===== config.mk =====
export PLATFORM = sky130hd
export DESIGN_NAME = pipelined_rca
export DESIGN_NICKNAME = d
export VERILOG_FILES = /design/src/rtl/pipelined_rca_pkg.sv /design/src/rtl/pipelined_rca_chunk.sv /design/src/rtl/pipelined_rca.sv
export SDC_FILE = /design/constraint.sdc
export NUM_CORES = 1
export LEC_CHECK = 0
export CORE_ASPECT_RATIO = 1.5
export CORE_MARGIN = 3
export CORE_UTILIZATION = 45
export DETAILED_ROUTE_END_ITERATION = 16
export PLACE_DENSITY = 0.7
export SYNTH_ARGS = -nofsm -noshare
export SYNTH_HDL_FRONTEND = slang
export SYNTH_SLANG_ARGS = --single-unit

===== constraint.sdc =====
create_clock -name aclk -period 6.9 [get_ports aclk]
set_clock_uncertainty 0.1 [all_clocks]
set_input_delay 1.035 -clock aclk [delete_from_list [all_inputs] [get_ports aclk]]
set_output_delay 1.035 -clock aclk [all_outputs]
set_load 0.02 [all_outputs]

===== src/rtl/pipelined_rca_pkg.sv =====
// Shared constants and helpers for the pipelined ripple-carry adder/subtractor.
package pipelined_rca_pkg;

    localparam int MAX_STAGES = 8;

    function automatic int chunk_lo(input int k, input int cw);
        return k * cw;
    endfunction

    function automatic logic ovf(input logic cin_msb, input logic cout_msb);
        return cin_msb ^ cout_msb;
    endfunction

endpackage


===== src/rtl/pipelined_rca_chunk.sv =====
// One pipeline stage's worth of combinational ripple: CW full-adder cells in series.
module full_adder (
    input  logic a,
    input  logic b,
    input  logic cin,
    output logic s,
    output logic cout
);
    assign s    = a ^ b ^ cin;
    assign cout = (a & b) | (cin & (a ^ b));
endmodule

module rca_chunk #(
    parameter int CW = 4
) (
    input  logic [CW-1:0] a,
    input  logic [CW-1:0] b,
    input  logic          cin,
    output logic [CW-1:0] s,
    output logic          cout,
    output logic          c_msb_in
);
    logic [CW:0] c;

    assign c[0] = cin;

    for (genvar i = 0; i < CW; i++) begin : g_cell
        full_adder u_fa (
            .a    (a[i]),
            .b    (b[i]),
            .cin  (c[i]),
            .s    (s[i]),
            .cout (c[i+1])
        );
    end

    assign cout     = c[CW];
    assign c_msb_in = c[CW-1];
endmodule


===== src/rtl/pipelined_rca.sv =====
// Pipelined ripple-carry adder/subtractor: S stages of W/S bits, valid/ready on both ends,
// per-stage valid bits so bubbles collapse and back-pressure fills the pipe.
module pipelined_rca
    import pipelined_rca_pkg::*;
#(
    parameter int W = 16,
    parameter int S = 4
) (
    input  logic         aclk,
    input  logic         aresetn,
    input  logic         in_valid,
    output logic         in_ready,
    input  logic [W-1:0] a,
    input  logic [W-1:0] b,
    input  logic         c_in,
    input  logic         sub,
    output logic         out_valid,
    input  logic         out_ready,
    output logic [W-1:0] sum,
    output logic         c_out,
    output logic         overflow
);
    localparam int CW = W / S;

    if (W < 2 || S < 1 || S > W || S > MAX_STAGES || (W % S) != 0) begin : g_param_check
        $error("pipelined_rca: unsupported W=%0d S=%0d", W, S);
    end

    logic [W-1:0] b_eff;
    logic         cin_eff;

    assign b_eff   = sub ? ~b : b;
    assign cin_eff = sub ? 1'b1 : c_in;

    logic [S-1:0] valid_q;
    logic [S-1:0] v_in;
    logic [S:0]   load;
    logic [W-1:0] a_s   [S];
    logic [W-1:0] b_s   [S];
    logic [W-1:0] sum_s [S];
    logic [S-1:0] carry_s;
    logic         ovf_q;

    // Ready ripples back from the output: a stage may load if empty or if its successor loads.
    always_comb begin
        load    = '0;
        load[S] = out_ready;
        for (int k = S - 1; k >= 0; k--) begin
            load[k] = ~valid_q[k] | load[k+1];
        end
    end

    assign in_ready  = load[0];
    assign out_valid = valid_q[S-1];

    always_ff @(posedge aclk or negedge aresetn) begin
        if (!aresetn) begin
            valid_q <= '0;
        end else begin
            for (int k = 0; k < S; k++) begin
                if (load[k]) valid_q[k] <= v_in[k];
            end
        end
    end

    for (genvar k = 0; k < S; k++) begin : g_stage
        localparam int LO = chunk_lo(k, CW);

        logic [W-1:0]  a_in, b_in, sum_in, sum_d;
        logic [W-1:0]  a_q, b_q, sum_q;
        logic          cin_k, carry_q;
        logic [CW-1:0] cs;
        logic          ccout, cmsb;

        if (k == 0) begin : g_src
            assign a_in    = a;
            assign b_in    = b_eff;
            assign cin_k   = cin_eff;
            assign sum_in  = '0;
            assign v_in[k] = in_valid;
        end else begin : g_src
            assign a_in    = a_s[k-1];
            assign b_in    = b_s[k-1];
            assign cin_k   = carry_s[k-1];
            assign sum_in  = sum_s[k-1];
            assign v_in[k] = valid_q[k-1];
        end

        rca_chunk #(.CW(CW)) u_chunk (
            .a        (a_in[LO +: CW]),
            .b        (b_in[LO +: CW]),
            .cin      (cin_k),
            .s        (cs),
            .cout     (ccout),
            .c_msb_in (cmsb)
        );

        always_comb begin
            sum_d          = sum_in;
            sum_d[LO +: CW] = cs;
        end

        // Data only moves with a valid source so the output holds its last result over bubbles.
        always_ff @(posedge aclk or negedge aresetn) begin
            if (!aresetn) begin
                a_q     <= '0;
                b_q     <= '0;
                sum_q   <= '0;
                carry_q <= 1'b0;
            end else if (load[k] && v_in[k]) begin
                a_q     <= a_in;
                b_q     <= b_in;
                sum_q   <= sum_d;
                carry_q <= ccout;
            end
        end

        assign a_s[k]     = a_q;
        assign b_s[k]     = b_q;
        assign sum_s[k]   = sum_q;
        assign carry_s[k] = carry_q;

        if (k == S - 1) begin : g_last
            always_ff @(posedge aclk or negedge aresetn) begin
                if (!aresetn) begin
                    ovf_q <= 1'b0;
                end else if (load[k] && v_in[k]) begin
                    ovf_q <= ovf(cmsb, ccout);
                end
            end
        end
    end

    assign sum      = sum_s[S-1];
    assign c_out    = carry_s[S-1];
    assign overflow = ovf_q;

endmodule


==> metrics.yaml, run 1 <==
setup_path:
  critPathKind: "in -> reg"
  crit_fanout: 17
  rrSetupSlack_ns: 4.45
  ff2ff_path_depth: 9
  critPathRequiredTime_ns: 7.01
  end_kind: "flop"
  r2r_end: "overflow"
  rr_startpoint: "g_stage[2].b_q[12]"
  cp-start-kind: "input pin"
  cp.arrival_ns: 3.84
floorplanning:
  die_y_microns: 124.9
  ioPinCount: 58
  initial_core_util_pct: 47.22
  die_width_microns: 85.28
  dieArea_sq_um: 10650
  row_count: 42
  core_area_sq_um: 8986
synth:
  synth-seq-cells: 97
  syn_inst: 285
  synthTopCellsByArea: "dfrtp_1 (57%), mux2_2 (20%), fa_1 (7.5%), inv_1 (3.2%), mux2i_1 (2.6%)"
  synth_area_leader_cell: "dfrtp_1"
  avgSynthCellArea_sq_um: 14.89
  synth_top_area_share_pct: 57.21
  synth.distinct_cells: 21
  yosysWarnings: 0
  mappedNetlistNets: 339
  synth_seq_area_share_pct: 57.21
  syn-cell-area_sq_um: 4243
clocking:
  h-tree-depth: 3
  cts_hold_buf: 0
  numCtsBuffers: 9
  clock-sinks: 97
  cts_tree: "done"
  cts-resized-gates: 0
  cts-root-buf: "clkbuf_16"
  path_clk_slew_ns: 0.06
  clkLatencyLatePin_ns: 0.33
  cts_buffer_depth: 2
  cts_setup_buffers: 0
global_route:
  grt_use_total_pct: 13.38
  grt_overflow: 0
  antenna_found_initial: 0
  grt_pass1_wl_mm: 11.33
  grt_max_degree: 79
  grt_pass1_vias: 2342
power_and_ir_drop:
  p_leak_nw: 2.324
  vdd_ir_drop_max_uv: 192.7
  power_density_nw_per_um2: 385.0
timing:
  maxSlewViolCount: 0
  finalSetupTns_ns: 0
  timing.fmax_mhz: 268.5
  worst-slew-pin-transition_ns: 1.160
  rsz0062_at_grt: "no"
  period_needed_ns: 3.725
  setup_viol: 0
  finalCritPeriodShare_pct: 53.98
  timing.hold.ws_ns: 0.3989
  final-hold-violation-count: 0
  slew_headroom_pct: 22.66
drt:
  ant_nets: 0
  routed_wl_mm: 6.328
  drt-pass1-iter-count: 4
  vias: 2233
  drc: 0
  drt-vias-per-instance: 4.865
  first_iter_violations: 126
  wl_per_cell_microns: 13.79
layout:
  instances_no_fill: 459
  nNetsFinal: 398
  final_common_cell: "dfrtp_1"
  antenna_cells: 0
  fin_util_pct: 57.73
  layout_common_cells: "dfrtp_1 (97), mux2_2 (74), clkdlybuf4s50_1 (56), inv_1 (36), fa_1 (16)"
  drive_above_1_share_pct: 28.94
  syn_to_final_growth_pct: 22.26
  fin_area_sq_um: 5187
run_status:
  status: "complete, no violations"
min_path:
  min_path_type: "reg -> reg"
  holdPathEnd: "g_stage[1].b_q[12]"
  hp-start: "g_stage[1].b_q[12]"
  min_delay_path_depth: 1
place:
  portBuffers: 57
  dpl_cell_area_sq_um: 4892
  dp_hpwl_mm: 4.666
  place_congestion: 0.7282
  dp_cells: 443
run:
  maxCapViolCount: 0
## where the power goes
| part | leakage (nW) | total, mW | switching (mW) | internal (mW) |
|---|---|---|---|---|
| clock network | 0.142 | 0.475 | 0.191 | 0.284 |
| registers | 1.13 | 0.888 | 0.110 | 0.777 |
| logic | 1.05 | 0.635 | 0.275 | 0.360 |
| total | 2.32 | 2.00 | 0.576 | 1.42 |
## metrics by stage
step | worst slack [ns] | total power, mW
after global routing | 3.095 | 2.141
after CTS | 3.152 | 2.033
after detailed placement | 2.801 | 1.554
after global placement | 2.877 | 1.523
final | 3.175 | 1.997
after floorplan | 3.203 | 1.302
## kinds of logic (layout without fill, tap and decap cells)
logic type,after synthesis,count (layout),synth area share (%)
AO/OA/AOI/OAI,9,9,1.268
XOR/XNOR,17,17,3.509
adder cells (fa/ha/maj),16,16,7.549
buffers and inverters,47,111,5.131
flip-flops,97,97,57.21
multiplexers,90,90,24.00
AND/OR/NAND/NOR,9,9,1.327
## flip-flops by register name (all words and copies together), names as in the netlist
signal,count
c_out,1
g_stage.a_q,24
g_stage.b_q,24
g_stage.carry_q,3
g_stage.sum_q,24
overflow,1
sum,16
valid_q,4
## cell type report
class	instances	area [sq um]
multi-input cells	141	1609
flip-flops and latches	97	2427
well taps	110	137.6
clock inverters	1	7.507
clock buffers	15	287.8
repair buffers	59	583.1
inverters	36	135.1
fillers	747	3799
## cell usage after synthesis, drive strengths merged
library cell,number
dfrtp,97
mux2,79
inv,36
fa,16
buf,11
mux2i,11
xor2,11
o21ai,7
xnor2,6
nand2,3
nand2b,3
a21boi,1
and4b,1
nor2,1
o21bai,1
or2,1
## layer usage
layer	global-route usage, %	vias to the layer above	wire, microns
met5	0	-	0
met4	6.151	0	140
met3	2.647	12	263
met2	21.11	46	3199
met1	17.75	1125	2725
li1	-	1050	-
## worst max-delay path, cell delays in order
cell	delay [ns]
clkdlybuf4s50_1	0.45
buf_4	0.27
xnor2_1	0.14
fa_1	0.43
fa_1	0.39
fa_1	0.36
inv_1	0.07
fa_1	0.41
mux2_4	0.27
## worst max path at each step
stage / end / from / slack (ns)
4_1_cts: g_stage[0].sum_q[3] / sub / 3.15
3_5_place_dp: g_stage[0].sum_q[3] / sub / 2.80
6_report: g_stage[0].sum_q[3] / sub / 3.18
2_1_floorplan: g_stage[0].sum_q[3] / sub / 3.20
5_1_grt: g_stage[0].sum_q[3] / sub / 3.10
3_3_place_gp: g_stage[0].sum_q[3] / sub / 2.88
(Power assumes the default switching activity.)
==> run 2, diff against run 1 <==
==> constraint.sdc (replaced) <==
create_clock -name aclk -period 3.5 [get_ports aclk]
set_clock_uncertainty 0.1 [all_clocks]
set_input_delay 0.525 -clock aclk [delete_from_list [all_inputs] [get_ports aclk]]
set_output_delay 0.525 -clock aclk [all_outputs]
set_load 0.02 [all_outputs]
==> metrics.yaml, run 2 (same netlist as run 1, synthesis figures left out) <==
layout:
  syn_to_final_growth_pct: 23.74
  top_regs: "g_stage.a_q x24, g_stage.b_q x24, g_stage.sum_q x24"
  antenna_cells: 0  # unchanged
  final_common_cell: "dfrtp_1"
  layout_common_cells: "dfrtp_1 (97), mux2_2 (74), clkdlybuf4s50_1 (56), inv_1 (36), fa_1 (16)"
  nNetsFinal: 402  # +1.0%
  drive_above_1_share_pct: 30.03  # +1.1 points
  instances_no_fill: 463  # +0.87%
run_status:
  status: "complete, no violations"
drt:
  routed_wl_mm: 6.505  # +2.8%
  first_iter_violations: 76  # -40%
  drt-pass1-iter-count: 4  # unchanged
  ant_nets: 0  # unchanged
  drc: 0  # unchanged
  wl_per_cell_microns: 14.05  # +1.9%
  vias: 2231  # -0.090%
  drt-vias-per-instance: 4.819  # -0.95%
place:
  dp_hpwl_mm: 4.825  # +3.4%
  portBuffers: 57  # unchanged
  dp_cells: 447  # +0.90%
  place_congestion: 0.7413  # +1.8%
setup_path:
  cp_slowest_stage_delay_ns: 0.57  # +0.12 ns
  critPathBufInv: 2  # -1
  setup.worst_path.start: "sub"
  crit_path_frequent_cell: "fa_1"
  critPathRequiredTime_ns: 3.61  # -3.40 ns
  cp.arrival_ns: 3.15  # -0.69 ns
  slowest_stage: "clkdlybuf4s50_1"
  crit_fanout: 4  # -13
  ff2ff_path_depth: 9  # unchanged
  worst-path-stages: 8  # -1
  crit_chain: "clkdlybuf4s50_1, xnor2_1, fa_1, fa_1, fa_1, inv_1, fa_1, mux2_4"
  end_kind: "flop"
  path_delay_family: "adder cells"
  cp-start-kind: "input pin"
  rr_startpoint: "g_stage[2].carry_q"
  critPathKind: "in -> reg"
floorplanning:
  die_width_microns: 85.28  # unchanged
  dieArea_sq_um: 10650  # unchanged
  die_y_microns: 124.9  # unchanged
  initial_core_util_pct: 47.22  # unchanged
  ioPinCount: 58  # unchanged
  core_area_sq_um: 8986  # unchanged
  row_count: 42  # unchanged
timing:
  final-hold-violation-count: 0  # unchanged
  worst-slew-pin-transition_ns: 0.6347  # -0.5253 ns
  setup_viol: 0  # unchanged
  rsz0062_at_grt: "no"
  period_needed_ns: 3.039
  slew_headroom_pct: 57.69  # +35 points
  timing.fmax_mhz: 329.1
  finalCritPeriodShare_pct: 86.82
  maxSlewViolCount: 0  # unchanged
  finalSetupTns_ns: 0  # unchanged
  timing.hold.ws_ns: 0.1172  # -0.2817 ns
power_and_ir_drop:
  power.share.clock_pct: 25.5  # +1.7 points
  switching_power_mw: 1.133  # +97%
  p_seq_share_pct: 43.4  # -1.0 points
  p_leak_nw: 2.363  # +1.7%
  power_density_nw_per_um2: 767.7  # +99%
  vdd_ir_drop_max_uv: 421.0  # +120%
  netSwitchingFraction_pct: 28.11  # -0.74 points
  power_frac_comb_pct: 31.1  # -0.7 points
  intPower_mw: 2.897  # +100%
global_route:
  antenna_found_initial: 0  # unchanged
  grt_use_total_pct: 13.67  # +0.29 points
  grt_max_degree: 52  # -34%
  grt_pass1_vias: 2435  # +4.0%
  grt_overflow: 0  # unchanged
  grt_pass1_wl_mm: 11.53  # +1.8%
clocking:
  clock-sinks: 97  # unchanged
  numCtsBuffers: 9  # unchanged
  cts-resized-gates: 0  # unchanged
  cts_tree: "done"
  h-tree-depth: 3  # unchanged
  path_clk_slew_ns: 0.06  # about the same
  cts_buffer_depth: 2  # unchanged
  cts_hold_buf: 0  # unchanged
  clkLatencyLatePin_ns: 0.33  # about the same
  cts_setup_buffers: 0  # unchanged
  cts-root-buf: "clkbuf_16"
run:
  maxCapViolCount: 0  # unchanged
min_path:
  min_path_type: "in -> async"
run 2: power by group through the flow:
stage	Clock (mW)	Sequential (mW)	Combinational [mW]
after floorplan	0	1.84	0.725
after global placement	0	1.76	1.24
after detailed placement	0	1.78	1.29
after CTS	1.06	1.76	1.29
after global routing	1.11	1.81	1.40
final	1.03	1.75	1.25
run 2: metrics by stage:
| stage | area [sq um] | power, mW | setup slack (ns) | utilization (%) |
|---|---|---|---|---|
| after detailed placement | 4922 | 3.065 | 0.09732 | 54.78 |
| after global placement | 4922 | 3.005 | 0.1609 | 54.78 |
| after floorplan | 4243 | 2.567 | 0.3133 | - |
| after CTS | 5250 | 4.106 | 0.4515 | 58.42 |
| after global routing | 5250 | 4.318 | 0.3740 | 58.42 |
| final | 5250 | 4.030 | 0.4614 | 58.42 |
run 2: worst paths after layout:
path | end | slack, ns
max in group asynchronous | g_stage[2].sum_q[6] | 2.41
min in group aclk | g_stage[2].sum_q[5] | 0.40
worst min-delay path | g_stage[0].b_q[4] | 0.12
worst max register to register | overflow | 1.04
worst min register to register | g_stage[2].sum_q[5] | 0.40
worst max-delay path | g_stage[0].sum_q[3] | 0.46
run 2: area by class of cell:
cell class	count	area, sq um
Fill cell	732	3736
Tap cell	110	137.6
Timing Repair Buffer	63	613.1
Clock buffer	15	297.8
Sequential cell	97	2427
Multi-Input combinational cell	141	1609
Clock inverter	1	30.03
Inverter	36	135.1
run 2: routing by layer:
layer,up-vias,wire [microns],track usage [%]
li1,1056,-,-
met1,1122,2911,18.36
met2,44,3205,20.97
met3,9,255,3.309
met4,0,131,6.151
met5,-,0,0
==> edit, RTL diff (flow settings as in run 2) <==
Set the parameter `S` to 2 (it was 4).
--- a/src/rtl/pipelined_rca.sv
+++ b/src/rtl/pipelined_rca.sv
@@ -5,5 +5,5 @@
 #(
     parameter int W = 16,
-    parameter int S = 4
+    parameter int S = 2
 ) (
     input  logic         aclk,
Function: changed (Yosys sat finds a counterexample within 4 cycles, from zero or initial values and one cycle with aresetn low).
==> edit against run 2 <==
Sequential share of layout area shrank 11 points. The flow now finishes with violations (negative setup slack). Register-to-register slack got worse by 1200 ps. Cell count is 37% lower. Total power down 52%. Wire length down 33%. Highest routed layer unchanged. Synthesized area decreased by 44%. Clock power down 70%. Design area is 40% lower. First-iteration DRC count decreased by 63%. Worst hold slack improved by 170 ps. Sequential cell count shrank 52. Setup slack worse by 870 ps. Combinational power fell by 32%.
==> edit: results <==
placement:
  post_dp_cell_area_um2: 3053
  pre_cts_slack_ps: -1202
cells_and_area:
  layout_filler_cell_count: 431
  design.final.nets: 279
  area_growth_pct: 33.58
outcome:
  failed_checks: "negative setup slack"
  outcome: "complete, but fails checks"
global_routing:
  grt_max_degree: 46
  grt_pass1_wl_um: 7403
  grt_pass1_vias: 1556
  use_met3_pct: 4.286
  gr-usage-met2_pct: 28.40
  grt.met1_usage_pct: 18.25
route:
  drt-met1-wl_um: 1652
  routed-via-count: 1355
  dr.pass1.iters: 2
  route.final.wire_length_um: 4340
worst_setup_path:
  reg2reg_slack_ps: -170
  critical_path.max_stage_delay_ps: 420
  worstRegToRegCells: 13
synthesis:
  ys_seq_area_share_pct: 47.52
  post_synth_main_area_contributors: "sky130_fd_sc_hd__dfrtp_1 (48%), sky130_fd_sc_hd__fa_1 (14%), sky130_fd_sc_hd__mux2_4 (11%)"
  post_synth_most_frequent_cells: "sky130_fd_sc_hd__dfrtp_1 (45), sky130_fd_sc_hd__inv_1 (25), sky130_fd_sc_hd__mux2_4 (18)"
  mappedNetlistNets: 212
  post_synth.cell_area_avg_um2: 15.00
clocking:
  ctsHtreeMaxLevel: 2
  cts-resized-gates: 15
  clk_latency_ps: 290
  postCtsSetupRepairBufs: 2
  tritoncts_buffer_count: 5
  path_clk_slew_ps: 80
sta:
  layout_setup_ws_ps: -413.5
  timing_worst_slew_pin_value_ps: 973.7
  finalSetupViolCount: 3
  hold_slack_ps: 290.9
pwr:
  power.ir.vdd_worst_mv: 0.3681
  power.leakage_nw: 1.456
-- edit: changes by cell type after synthesis, moves of 4 or more --
cell	delta
sky130_fd_sc_hd__buf_2	-6
sky130_fd_sc_hd__dfrtp_1	-52
sky130_fd_sc_hd__inv_1	-11
sky130_fd_sc_hd__mux2_2	-61
sky130_fd_sc_hd__mux2_4	+13
sky130_fd_sc_hd__o21ai_0	-6
sky130_fd_sc_hd__xnor2_1	+4
sky130_fd_sc_hd__xor2_1	-4
-- edit: where the power goes --
group / internal, mW / switching [mW] / total, mW
registers: 0.695 / 0.106 / 0.801
clock network: 0.138 / 0.166 / 0.305
logic: 0.487 / 0.361 / 0.848
-- edit: cell type report --
| class | instances | area share [%] |
|---|---|---|
| clock buffers | 6 | 2.292 |
| repair buffers | 65 | 20.08 |
| flip-flops and latches | 45 | 35.57 |
| inverters | 25 | 2.964 |
| clock inverters | 2 | 0.3162 |
| well taps | 66 | 2.609 |
| multi-input cells | 83 | 36.17 |
-- edit: cell families (layout without fill, tap and decap cells) --
group,Yosys count,after routing,share of synthesized area [%]
DFF,45,45,47.52
muxes,43,43,22.65
buffers and inverters,30,98,6.758
xor gates and xnor gates,17,17,6.283
adders and majority gates,16,16,13.52
and+or+nand+nor,7,7,3.274
-- edit: how the worst max path moves through the flow --
stage,startpoint,end
after CTS,sub,g_stage[0].sum_q[7]$_DFFE_PN0P_
final,sub,g_stage[0].sum_q[7]$_DFFE_PN0P_
after global placement,sub,g_stage[0].sum_q[7]$_DFFE_PN0P_
after global routing,sub,g_stage[0].sum_q[7]$_DFFE_PN0P_
after detailed placement,sub,g_stage[0].sum_q[7]$_DFFE_PN0P_
after floorplan,sub,g_stage[0].sum_q[7]$_DFFE_PN0P_
